**src/rtl/mem_stage_pkg.sv**
```systemverilog
// Shared definitions for the memory stage: field widths, load/store size encoding,
// FSM state encoding, the captured-op record and small size helpers.
package mem_stage_pkg;

    localparam int LREG_W   = 5;
    localparam int RESULT_W = 64;
    localparam int PC_W     = 64;
    localparam int INSTR_W  = 32;

    // One-hot access size, msb..lsb = {dword, word, half, byte}
    localparam logic [3:0] LS_BYTE  = 4'b0001;
    localparam logic [3:0] LS_HALF  = 4'b0010;
    localparam logic [3:0] LS_WORD  = 4'b0100;
    localparam logic [3:0] LS_DWORD = 4'b1000;

    typedef enum logic [1:0] {
        IDLE = 2'd0,
        REQ  = 2'd1,
        WAIT = 2'd2
    } state_t;

    // Memory op held while the data-memory transaction is outstanding
    typedef struct packed {
        logic [LREG_W-1:0]   rd;
        logic                need_to_wb;
        logic                is_store;
        logic                is_unsigned;
        logic [3:0]          ls_size;
        logic [RESULT_W-1:0] addr;
        logic [RESULT_W-1:0] store_data;
        logic [PC_W-1:0]     pc;
        logic [INSTR_W-1:0]  instr;
    } mem_op_t;

    // Low address bits that must be zero for a naturally aligned access
    function automatic logic [2:0] align_mask(input logic [3:0] ls_size);
        case (ls_size)
            LS_BYTE: align_mask = 3'b000;
            LS_HALF: align_mask = 3'b001;
            LS_WORD: align_mask = 3'b011;
            default: align_mask = 3'b111;
        endcase
    endfunction

    // Byte-enable pattern for the access size, before lane shifting
    function automatic logic [7:0] byte_mask(input logic [3:0] ls_size);
        case (ls_size)
            LS_BYTE: byte_mask = 8'h01;
            LS_HALF: byte_mask = 8'h03;
            LS_WORD: byte_mask = 8'h0F;
            default: byte_mask = 8'hFF;
        endcase
    endfunction

endpackage

```
**src/rtl/mem_stage_load_align.sv**
```systemverilog
// Load data alignment: moves the addressed bytes of a 64-bit read beat down to
// bit 0, truncates to the access size and zero- or sign-extends to 64 bits.
module mem_stage_load_align
    import mem_stage_pkg::*;
(
    input  logic [RESULT_W-1:0] rdata,
    input  logic [2:0]          offset,
    input  logic [3:0]          ls_size,
    input  logic                is_unsigned,
    output logic [RESULT_W-1:0] data
);

    logic [RESULT_W-1:0] shifted;

    // NOTE: every output of a combinational block gets a value on every path
    // (defaults first), otherwise synthesis infers a latch.
    always_comb begin
        shifted = rdata >> {offset, 3'b000};
        data    = shifted;
        case (ls_size)
            LS_BYTE: data = is_unsigned ? {56'b0, shifted[7:0]}
                                        : {{56{shifted[7]}}, shifted[7:0]};
            LS_HALF: data = is_unsigned ? {48'b0, shifted[15:0]}
                                        : {{48{shifted[15]}}, shifted[15:0]};
            LS_WORD: data = is_unsigned ? {32'b0, shifted[31:0]}
                                        : {{32{shifted[31]}}, shifted[31:0]};
            default: data = shifted;
        endcase
    end

endmodule

```
**src/rtl/mem_stage.sv**
```systemverilog
// Memory stage: completes ALU/branch/muldiv ops directly and runs aligned loads and
// stores through a single-outstanding data-memory request/response interface.
module mem_stage
    import mem_stage_pkg::*;
(
    input  logic                clock,
    input  logic                reset_n,

    input  logic                ex_valid,
    input  logic [LREG_W-1:0]   ex_rd,
    input  logic                ex_need_to_wb,
    input  logic                ex_is_load,
    input  logic                ex_is_store,
    input  logic [3:0]          ex_ls_size,
    input  logic                ex_is_unsigned,
    input  logic                ex_is_bju,
    input  logic                ex_is_muldiv,
    input  logic [RESULT_W-1:0] ex_ls_address,
    input  logic [RESULT_W-1:0] ex_store_data,
    input  logic [RESULT_W-1:0] ex_alu_result,
    input  logic [RESULT_W-1:0] ex_bju_result,
    input  logic [RESULT_W-1:0] ex_muldiv_result,
    input  logic [PC_W-1:0]     ex_pc,
    input  logic [INSTR_W-1:0]  ex_instr,
    output logic                ex_ready,

    input  logic                flush,

    output logic                dmem_req_valid,
    output logic                dmem_req_wen,
    output logic [RESULT_W-1:0] dmem_req_addr,
    output logic [RESULT_W-1:0] dmem_req_wdata,
    output logic [7:0]          dmem_req_wmask,
    input  logic                dmem_req_ready,
    input  logic                dmem_resp_valid,
    input  logic [RESULT_W-1:0] dmem_resp_rdata,

    output logic                wb_valid,
    output logic [LREG_W-1:0]   wb_rd,
    output logic                wb_wen,
    output logic [RESULT_W-1:0] wb_data,
    output logic [PC_W-1:0]     wb_pc,
    output logic [INSTR_W-1:0]  wb_instr,
    output logic                wb_misalign
);

    state_t              state;
    state_t              state_next;
    mem_op_t             op;
    logic                killed;

    logic                accept;
    logic                is_mem;
    logic                misalign;
    logic                handshake;
    logic                resp_take;
    logic                start_mem;
    logic [RESULT_W-1:0] ex_result;
    logic [RESULT_W-1:0] load_data;

    assign ex_ready  = (state == IDLE);
    assign accept    = ex_valid & (state == IDLE) & ~flush;
    assign is_mem    = ex_is_load | ex_is_store;
    assign misalign  = is_mem & (|(ex_ls_address[2:0] & align_mask(ex_ls_size)));
    assign start_mem = accept & is_mem & ~misalign;
    assign handshake = (state == REQ) & dmem_req_ready;
    assign resp_take = (state == WAIT) & dmem_resp_valid;

    always_comb begin
        ex_result = ex_alu_result;
        if (ex_is_muldiv)
            ex_result = ex_muldiv_result;
        else if (ex_is_bju)
            ex_result = ex_bju_result;
    end

    // Next state and request outputs; request fields come only from the captured
    // op so they cannot move while a request is waiting for ready.
    always_comb begin
        state_next     = state;
        dmem_req_valid = 1'b0;
        dmem_req_wen   = op.is_store;
        dmem_req_addr  = {op.addr[RESULT_W-1:3], 3'b000};
        dmem_req_wdata = op.store_data << {op.addr[2:0], 3'b000};
        dmem_req_wmask = byte_mask(op.ls_size) << op.addr[2:0];
        case (state)
            IDLE: begin
                if (start_mem)
                    state_next = REQ;
            end
            REQ: begin
                dmem_req_valid = 1'b1;
                // A handshake already committed the memory side, so it wins over flush
                if (dmem_req_ready)
                    state_next = WAIT;
                else if (flush)
                    state_next = IDLE;
            end
            WAIT: begin
                if (dmem_resp_valid)
                    state_next = IDLE;
            end
            default: state_next = IDLE;
        endcase
    end

    mem_stage_load_align u_load_align (
        .rdata       (dmem_resp_rdata),
        .offset      (op.addr[2:0]),
        .ls_size     (op.ls_size),
        .is_unsigned (op.is_unsigned),
        .data        (load_data)
    );

    // NOTE: sequential state uses non-blocking assignments so every register
    // samples pre-edge values, independent of statement order.
    always_ff @(posedge clock or negedge reset_n) begin
        if (!reset_n) begin
            state       <= IDLE;
            op          <= '0;
            killed      <= 1'b0;
            wb_valid    <= 1'b0;
            wb_rd       <= '0;
            wb_wen      <= 1'b0;
            wb_data     <= '0;
            wb_pc       <= '0;
            wb_instr    <= '0;
            wb_misalign <= 1'b0;
        end else begin
            state    <= state_next;
            wb_valid <= 1'b0;

            if (start_mem) begin
                op.rd          <= ex_rd;
                op.need_to_wb  <= ex_need_to_wb;
                op.is_store    <= ex_is_store;
                op.is_unsigned <= ex_is_unsigned;
                op.ls_size     <= ex_ls_size;
                op.addr        <= ex_ls_address;
                op.store_data  <= ex_store_data;
                op.pc          <= ex_pc;
                op.instr       <= ex_instr;
                killed         <= 1'b0;
            end

            // Once the request is out, a flush only marks the response for discard
            if (flush && (handshake || state == WAIT))
                killed <= 1'b1;

            // Non-memory and misaligned ops retire straight from the accept cycle
            if (accept && !start_mem) begin
                wb_valid    <= 1'b1;
                wb_rd       <= ex_rd;
                wb_wen      <= ex_need_to_wb & ~misalign & ~ex_is_store & (ex_rd != '0);
                wb_data     <= misalign ? ex_ls_address : ex_result;
                wb_pc       <= ex_pc;
                wb_instr    <= ex_instr;
                wb_misalign <= misalign;
            end

            if (resp_take) begin
                wb_valid    <= ~(killed | flush);
                wb_rd       <= op.rd;
                wb_wen      <= op.need_to_wb & ~op.is_store & (op.rd != '0) & ~(killed | flush);
                wb_data     <= op.is_store ? '0 : load_data;
                wb_pc       <= op.pc;
                wb_instr    <= op.instr;
                wb_misalign <= 1'b0;
            end
        end
    end

endmodule

```
**config.mk**
```make
export PLATFORM = sky130hd
export DESIGN_NAME = mem_stage
export DESIGN_NICKNAME = d
export VERILOG_FILES = /design/src/rtl/mem_stage_pkg.sv /design/src/rtl/mem_stage_load_align.sv /design/src/rtl/mem_stage.sv
export SDC_FILE = /design/constraint.sdc
export NUM_CORES = 1
export LEC_CHECK = 0
export BUFFER_PORTS_ARGS = -buffer_cell sky130_fd_sc_hd__buf_2
export CAP_MARGIN = 15
export CORE_AREA = 2 2 313 315
export DETAILED_ROUTE_END_ITERATION = 6
export DIE_AREA = 0 0 315 317
export PLACE_DENSITY_LB_ADDON = 0.12
export SYNTH_ARGS = -nofsm -noshare
export SYNTH_HDL_FRONTEND = slang
export SYNTH_SLANG_ARGS = --single-unit
```
**constraint.sdc**
```tcl
create_clock -name clock -period 2.76 [get_ports clock]
set_clock_uncertainty 0.15 [all_clocks]
set_input_delay 0.138 -clock clock [delete_from_list [all_inputs] [get_ports clock]]
set_output_delay 0.138 -clock clock [all_outputs]
set_load 0.03 [all_outputs]
```
==> run summary, run 1 <==
The shortest clock period the worst path allows after layout came out at 2.72 ns. The number of buffers created by CTS came out at 52. The final net count came out at 3947.

The critical path data required time is 2.47 ns. The detailed-route via count is 22700. The setup violation total in the final timing report came out at 0.

For this run, the number of standard cells in the final layout without fillers is 4771. The instance count after placement with tap cells included is 4307. The switching power as a share of total power is 0.428.

The starting density of the core came out at 0.235. The average via count per standard cell is 4.76. The power per cell area came out at 872 nW/um^2.

The post-route cell area came out at 33800 um^2. STA classifies the critical path startpoint as a register. The total overflow left after global routing is 0. In this run the cell area of the synthesized design comes to 22700 um^2. In the finished design, the share of the clock period the worst path needs comes to 0.984. The post-synthesis to final-layout area growth is 49.4%. The sequential area share after synthesis is 0.450. The power spent charging and discharging nets is 12.6 mW. The signal on the critical path passes through buf_6 > bufbuf_16 > nor2_1 > a21oi_1 > o21ai_0 > clkbuf_4.

Of the total power, the clock network draws 0.243. The deepest level of the CTS H-tree came out at 2. The number of antenna violations at the first check in global routing came out at 13.

The average wire per standard cell is 23.1 um. The run finished with clean final reports. The count of input and output buffers came out at 804.

The internal portion of the total power is 16.9 mW. Timing analysis after detailed placement gives a worst setup slack of 0.0495 ns. The count of final hold-check violations came out at 0.

The post-layout total power came out at 29.5 mW. The maximum count of clock buffers along a single path came out at 3. The critical path data arrival time is 2.43 ns.

The number of violations reported at the end of detailed-routing iteration 0 came out at 1342. The remaining max-slew budget at the tightest pin came out at 0.528. The synthesized area per cell is 9.52 um^2. The worst setup path is captured at an output port. The weighted congestion at the end of routability-driven global placement came out at 0.917.

In the final layout, the share of cells above drive strength 1 is 0.323. The maximum number of pins on one net before global-route repair is 101. The number of register bits inferred by synthesis is 407. The setup path with the least slack is of type reg2out. After synthesis, the share of flip-flops with an asynchronous set or reset is 1.00. The total leakage power is 15.8 nW. The total half-perimeter wirelength after legalization and detailed placement is 82800 um. Setup repair after global routing could not meet its margin everywhere. The global-route wire length before repair is 156000 um. The cell chosen for the clock root is clkbuf_16.

The floorplan step defined a die boundary enclosing 99900 um^2. The post-synthesis instance total is 2380. The remaining number of nets flagged by the antenna check after routing came out at 0. TritonCTS built the clock tree. The unique cell type count in the Yosys netlist came out at 59.

The fraction of power consumed by sequential logic came out at 0.302. Max-cap violations in this run came to 0. The library cells used most frequently in the layout, excluding fill and tap cells, are 775 x buf_2, 402 x dfrtp_1, 396 x nand2_1, 342 x dlygate4sd3_1, 270 x nor2_1. In the post-route analysis, the smallest setup slack over all paths is 0.0441 ns. The slew at the pin closest to its max-slew limit came out at 0.701 ns. During synthesis, Yosys emitted a total of 0 warnings. After detailed routing, the number of remaining DRC violations is 0. The most common library cell in the layout ignoring fill and taps is buf_2. The die outline width came out at 315 um. In this run the cell area measured after placement is 28100 um^2. The routed wire length came out at 110000 um. The floorplan row count came out at 114. IR analysis of the VDD net gives a maximum drop of 0.564 mV. In the synthesized netlist the dominant register cell turns out to be dfrtp_1.

The floorplan step set the die height to 317 um. The clock insertion delay at the later pin of the skew report is 0.64 ns. The overall track demand over capacity in global routing is 0.210. The number of pins with negative max-slew slack in the final report is 0. The CTS clock-pin slew for the worst setup and hold paths is 0.06 ns. The number of iterations in the first detailed-routing pass came out at 6. Static timing analysis puts the maximum clock frequency at 368 MHz. The via count of the first global-routing pass was 23100.

The tightest min-delay check is of the in2reg type. The boundary pin count came out at 808. The number of enable flip-flop cells after synthesis is 0.

In this run the worst path has a maximum fanout of 44. The slowest stage of the critical path belongs to the cell dfrtp_4. The share of total power in combinational logic is 0.455. In this design, the stage delay of the slowest critical-path cell is 0.53 ns. The area of the core region is 96300 um^2. Clock tree synthesis found a total of 407 sinks.
## worst paths after layout
path	from	end	slack (ns)	cells past startpoint
worst min register to register	wb_data[53]$_DFFE_PN0P_	wb_data[53]$_DFFE_PN0P_	0.34	2
min in group asynchronous	reset_n	op[150]$_DFFE_PN0P_	0.07	3
worst min-delay path	ex_alu_result[12]	wb_data[12]$_DFFE_PN0P_	0.05	6
max in group asynchronous	reset_n	wb_pc[51]$_DFFE_PN0P_	1.89	3
worst max register to register	op[161]$_DFFE_PN0P_	wb_data[15]$_DFFE_PN0P_	0.05	9
worst max-delay path	op[160]$_DFFE_PN0P_	dmem_req_wdata[58]	0.04	6
## kinds of logic (layout without fill, tap and decap cells)
logic type | Yosys count | in the layout | synth area share
flip-flops | 407 | 407 | 0.450
XOR/XNOR | 1 | 1 | 0.000387
buffers and inverters | 264 | 1371 | 0.0656
multiplexers | 424 | 424 | 0.207
AND/OR/NAND/NOR | 778 | 778 | 0.139
AO/OA/AOI/OAI | 505 | 505 | 0.138
other | 1 | 9 | 0.000166
## worst max-delay path, delay by kind of cell, from the launching register on
family                 cells  cell delay (ns)
buffers and inverters      3             0.80
flip-flops                 1             0.53
AO/OA/AOI/OAI              2             0.30
AND/OR/NAND/NOR            1             0.14
## through the flow
step,hold slack [ns],TNS (ns),util
2_1_floorplan,-0.308,0,-
3_3_place_gp,0.0103,0,0.292
3_5_place_dp,0.0123,0,0.292
4_1_cts,0.000702,-0.112,0.349
5_1_grt,0.0512,-0.0121,0.351
6_report,0.0519,0,0.351
## registers in the layout (all words and copies together), names as in the netlist
register / count
state: 2
wb_misalign: 1
dmem_req_addr: 61
wb_pc: 64
wb_data: 64
wb_wen: 1
op: 174
wb_rd: 5
dmem_req_wen: 1
wb_instr: 32
wb_valid: 1
killed: 1
## cell usage after synthesis, drive strengths merged, types with 9 or more instances
cell	n	area, um^2
a211o	9	78.8
nand2	406	1530
nor3	29	145
buf	154	1070
dfrtp	407	10200
nand2b	9	56.3
and2	26	163
mux4	9	203
o21ai	94	470
a221o	15	150
nor2	274	1030
a211oi	16	120
mux2i	145	1450
a21oi	152	772
clkbuf	104	390
a31oi	161	1010
nor2b	11	68.8
mux2	270	3040
## metal layers
| layer | wire [um] | part of all wire | GRT usage |
|---|---|---|---|
| met1 | 45600 | 0.41 | 0.261 |
| met2 | 54700 | 0.50 | 0.371 |
| met5 | 11 | 0.00010 | 0 |
| met4 | 3420 | 0.031 | 0.0616 |
| met3 | 6370 | 0.058 | 0.0357 |
## power by group through the flow
| stage | clock, mW | combinational (mW) | sequential, mW |
|---|---|---|---|
| after floorplan | 0 | 6.91 | 9.88 |
| after global placement | 0 | 12.2 | 8.96 |
| after detailed placement | 0 | 12.3 | 9.02 |
| after CTS | 7.42 | 13.2 | 8.88 |
| after global routing | 7.65 | 14.2 | 9.13 |
| final | 7.17 | 13.4 | 8.90 |
## cell type report
cell class                 count  area, um^2
clock buffer                  72        1500
fill                        9957       62400
tap                         1276        1600
multi-input combinational   1711       11200
inverter                       6        30.0
antenna                        6        15.0
sequential                   407       10200
clock inverter                25         282
timing repair buffer        1268        9050
## repair_timing
action                                 in CTS  in global routing
hold buffers                              343                  0
pin swaps                                   0                  5
cloned                                      2                  3
resized for setup                          48                 47
setup endpoints to repair                  63                 60
endpoints found under the hold margin     812                  0
buffers inserted                            7                  6
Note: power is estimated with default switching activity, not from simulation.
==> inputs of run 2 (changes only) <==
--- a/config.mk
+++ b/config.mk
@@ -12,4 +12,5 @@
 export DIE_AREA = 0 0 315 317
 export PLACE_DENSITY_LB_ADDON = 0.12
+export SLEW_MARGIN = 20
 export SYNTH_ARGS = -nofsm -noshare
 export SYNTH_HDL_FRONTEND = slang
==> constraint.sdc (replaced) <==
create_clock -name clock -period 2.76 [get_ports clock]
set_clock_uncertainty 0.15 [all_clocks]
set_input_delay 0.276 -clock clock [delete_from_list [all_inputs] [get_ports clock]]
set_output_delay 0.276 -clock clock [all_outputs]
set_load 0.03 [all_outputs]
==> run summary, run 2 (synthesized netlist as in run 1, its figures left out) <==
The power spent charging and discharging nets came out at 12.7 mW (+0.64%). The shortest clock period the worst path allows after layout is 2.81 ns (+0.0979 ns). The remaining number of nets flagged by the antenna check after routing is 0 (unchanged).

The critical path goes through buf_16 > bufbuf_16 > mux2i_4 > nand2_1 > nand2_1 > o22ai_1 > buf_4. In this design, the critical path's most frequently occurring cell is nand2_1. The peak clock frequency supported by timing is 355 MHz (-3.5%).

The number of antenna violations at the first check in global routing is 14 (+1). The deepest level of the CTS H-tree came to 2 (unchanged). The CTS tree is built. The share of cells above drive strength 1 is 0.354 (+0.0310).

In the final layout, the registers with the most flip-flops are op x174, wb_data x64, wb_pc x64. The detailed-route via count came to 22600 (-0.77%). The starting density of the core is 0.235 (unchanged). The power per cell area came out at 881 nW/um^2 (+0.99%). The area used by sequential logic in the layout came out at 10200 um^2 (about the same). The met2 track demand over resource was 0.373 (+0.00194).

The share of the clock period used by the worst path after layout came out at 1.02 (+0.0355). Among cell families on the critical path, the largest total delay comes from buffers and inverters. The global-route wire length before repair is 157000 um (+0.44%). The met3 layer usage reported by global route came out at 0.0348 (-0.000913). The total of max-cap violations is 0 (unchanged).

The setup total negative slack is -0.578 ns (-0.578 ns). The weighted congestion at the end of routability-driven global placement came out at 0.900 (-1.9%). The maximum number of pins on one net before global-route repair came out at 103 (+2.0%).

The number of clock sinks seen by CTS came out at 407 (unchanged). The final worst setup slack came to -0.0538 ns (-0.0979 ns). The number of violations reported at the end of detailed-routing iteration 0 came to 1320 (-1.6%). The final net count is 3928 (-0.48%). The clock insertion delay at the later pin of the skew report came to 0.64 ns (about the same). The peak ir drop on the vdd network is 0.540 mV (-4.3%). The flip-flop count of the largest register, all copies and words added is 174 (unchanged). The slew at the pin closest to its max-slew limit came out at 0.721 ns (+0.0208 ns). The number of filler cells placed in the layout is 9969 (+0.12%). The fraction of power consumed by sequential logic was 0.296 (-0.006). The critical path data arrival time came out at 2.39 ns (-0.04 ns).

The critical path data required time is 2.33 ns (-0.14 ns). The full die area came out at 99900 um^2 (unchanged). In the layout the commonest cells are 751 x buf_2, 403 x dfrtp_1, 394 x nand2_1, 263 x dlygate4sd3_1, 261 x nor2_1. Counting flops per register, the top entry is op. The most common library cell in the layout ignoring fill and taps is buf_2. The routed wire length came out at 110000 um (-0.52%). The tightest min-delay check is of the in2async type. The area of the core region came to 96300 um^2 (unchanged). The average wire per standard cell is 23.0 um (-0.14%). The final standard cell count with taps included and fillers excluded came out at 4753 (-0.38%). The checks that failed: negative setup slack. The floorplan row count came out at 114 (unchanged). The count of input and output buffers was 804 (unchanged). The cell chosen for the clock root is clkbuf_16.

The instance count after placement with tap cells included was 4341 (+0.79%). STA classifies the critical path endpoint as an output port. The cell at the slowest stage of the critical path is dfrtp_4. The global routing usage on met1 is 0.259 (-0.00206). The total half-perimeter wirelength after legalization and detailed placement came out at 84200 um (+1.6%). Setup repair after global routing could not meet its margin everywhere. The category of the worst setup path launch point is a register.

The die outline width is 315 um (unchanged). The number of buffers created by CTS came out at 51 (-1.9%). The maximum count of clock buffers along a single path came out at 3 (unchanged). The remaining max-slew budget at the tightest pin came out at 0.519 (-0.00893).

The run finished, with violations left. The total congestion overflow came out at 0 (unchanged). The setup violation total in the final timing report is 23 (+23). The portion of total power attributed to the clock network came out at 0.235 (-0.008).

The number of iterations in the first detailed-routing pass was 5 (-1). The residual DRC count came out at 0 (unchanged). The y dimension of the die came to 317 um (unchanged). The post-synthesis to final-layout area growth came out at 50.8%.

The boundary pin count is 808 (unchanged). The average via count per standard cell came out at 4.75 (-0.39%). The most used routing layer is met2. By startpoint and endpoint, the worst setup path is classified as reg2out. The via count of the first global-routing pass is 23100 (+0.27%). The maximum net fanout on the critical path came out at 11 (-75%). The number of pins with negative max-slew slack in the final report is 0 (unchanged). The count of final hold-check violations came out at 0 (unchanged). The switching power as a share of total power is 0.423 (-0.00561). The critical path's largest stage delay was 0.51 ns (-0.02 ns).

The total buffers and inverters traversed by the critical path came out at 3 (unchanged). The multi-input gate area in the final layout came to 11400 um^2 (+2.0%). The CTS clock-pin slew for the worst setup and hold paths is 0.07 ns (about the same). The utilization after layout came to 0.355 (+0.00344). The total leakage power is 15.9 nW (+1.1%). The design internal power is 17.4 mW (+3.0%).

The share of total power in combinational logic came out at 0.469 (+0.014). The overall track demand over capacity in global routing is 0.211 (+0.000753).
[run 2: changes by cell type in the layout (fill, tap and decap cells not counted), moves of 15 or more]
cell,delta
o21ai_0,-16
dlygate4sd3_1,-79
buf_4,+45
a21oi_2,+15
buf_6,+21
a21oi_1,-16
buf_2,-24
[run 2: power by group through the flow]
stage / combinational [mW] / clock, mW / sequential [mW]
2_1_floorplan: 6.94 / 0 / 9.88
3_3_place_gp: 12.3 / 0 / 8.93
3_5_place_dp: 12.4 / 0 / 8.99
4_1_cts: 13.8 / 7.33 / 8.89
5_1_grt: 14.9 / 7.55 / 9.12
6_report: 14.1 / 7.08 / 8.91
[run 2: worst reg2reg max path: stages, from the launching register on]
cell and delay, ns:
dfrtp_4 0.51, buf_4 0.19, buf_6 0.15, mux2i_1 0.14, mux4_2 0.53, a2bb2oi_4 0.19, buf_12 0.15, a21oi_4 0.22
buf_6 0.14, buf_12 0.12, nand2_2 0.09, a31oi_1 0.14
[run 2: final timing paths]
kind,startpoint,to,slack [ns],cells after the start
worst max register to register,op[161]$_DFFE_PN0P_,wb_data[33]$_DFFE_PN0P_,-0.04,11
worst min-delay path,reset_n,op[126]$_DFFE_PN0P_,0.01,2
worst min register to register,wb_data[53]$_DFFE_PN0P_,wb_data[53]$_DFFE_PN0P_,0.33,2
worst max-delay path,op[161]$_DFFE_PN0P_,dmem_req_wdata[41],-0.05,7
min in group clock,ex_muldiv_result[61],wb_data[61]$_DFFE_PN0P_,0.05,5
max in group asynchronous,reset_n,op[24]$_DFFE_PN0P_,1.52,4
[run 2: per-stage QoR]
step	hold WS (ns)	worst slack [ns]	power (mW)	area [um^2]
4_1_cts	0.00308	-0.0664	30.1	33800
3_3_place_gp	0.0969	-0.252	21.2	28500
5_1_grt	0.0480	-0.120	31.6	34200
2_1_floorplan	-0.170	0.0599	16.8	22700
3_5_place_dp	0.0952	-0.197	21.4	28500
6_report	0.0133	-0.0538	30.1	34200
[run 2: timing repair]
action / in CTS / in global routing
hold endpoints to repair: 580 / 0
resized for setup: 141 / 55
pin swaps: 20 / 14
buffers inserted: 26 / 9
cloned: 9 / 3
endpoints found under the setup margin: 72 / 87
hold buffers: 264 / 0
[run 2: cell type report]
class                      instances  area share
multi-input combinational       1711       0.333
sequential                       407       0.298
timing repair buffer            1250       0.268
clock buffer                      81      0.0471
tap                             1276      0.0467
clock inverter                    11     0.00454
antenna                           11    0.000806
inverter                           6    0.000769
[run 2: layer usage]
metal,vias up,routed length (um)
met3,156,5810
met2,709,55300
li1,10400,-
met1,11300,45100
met4,6,3180
met5,-,36
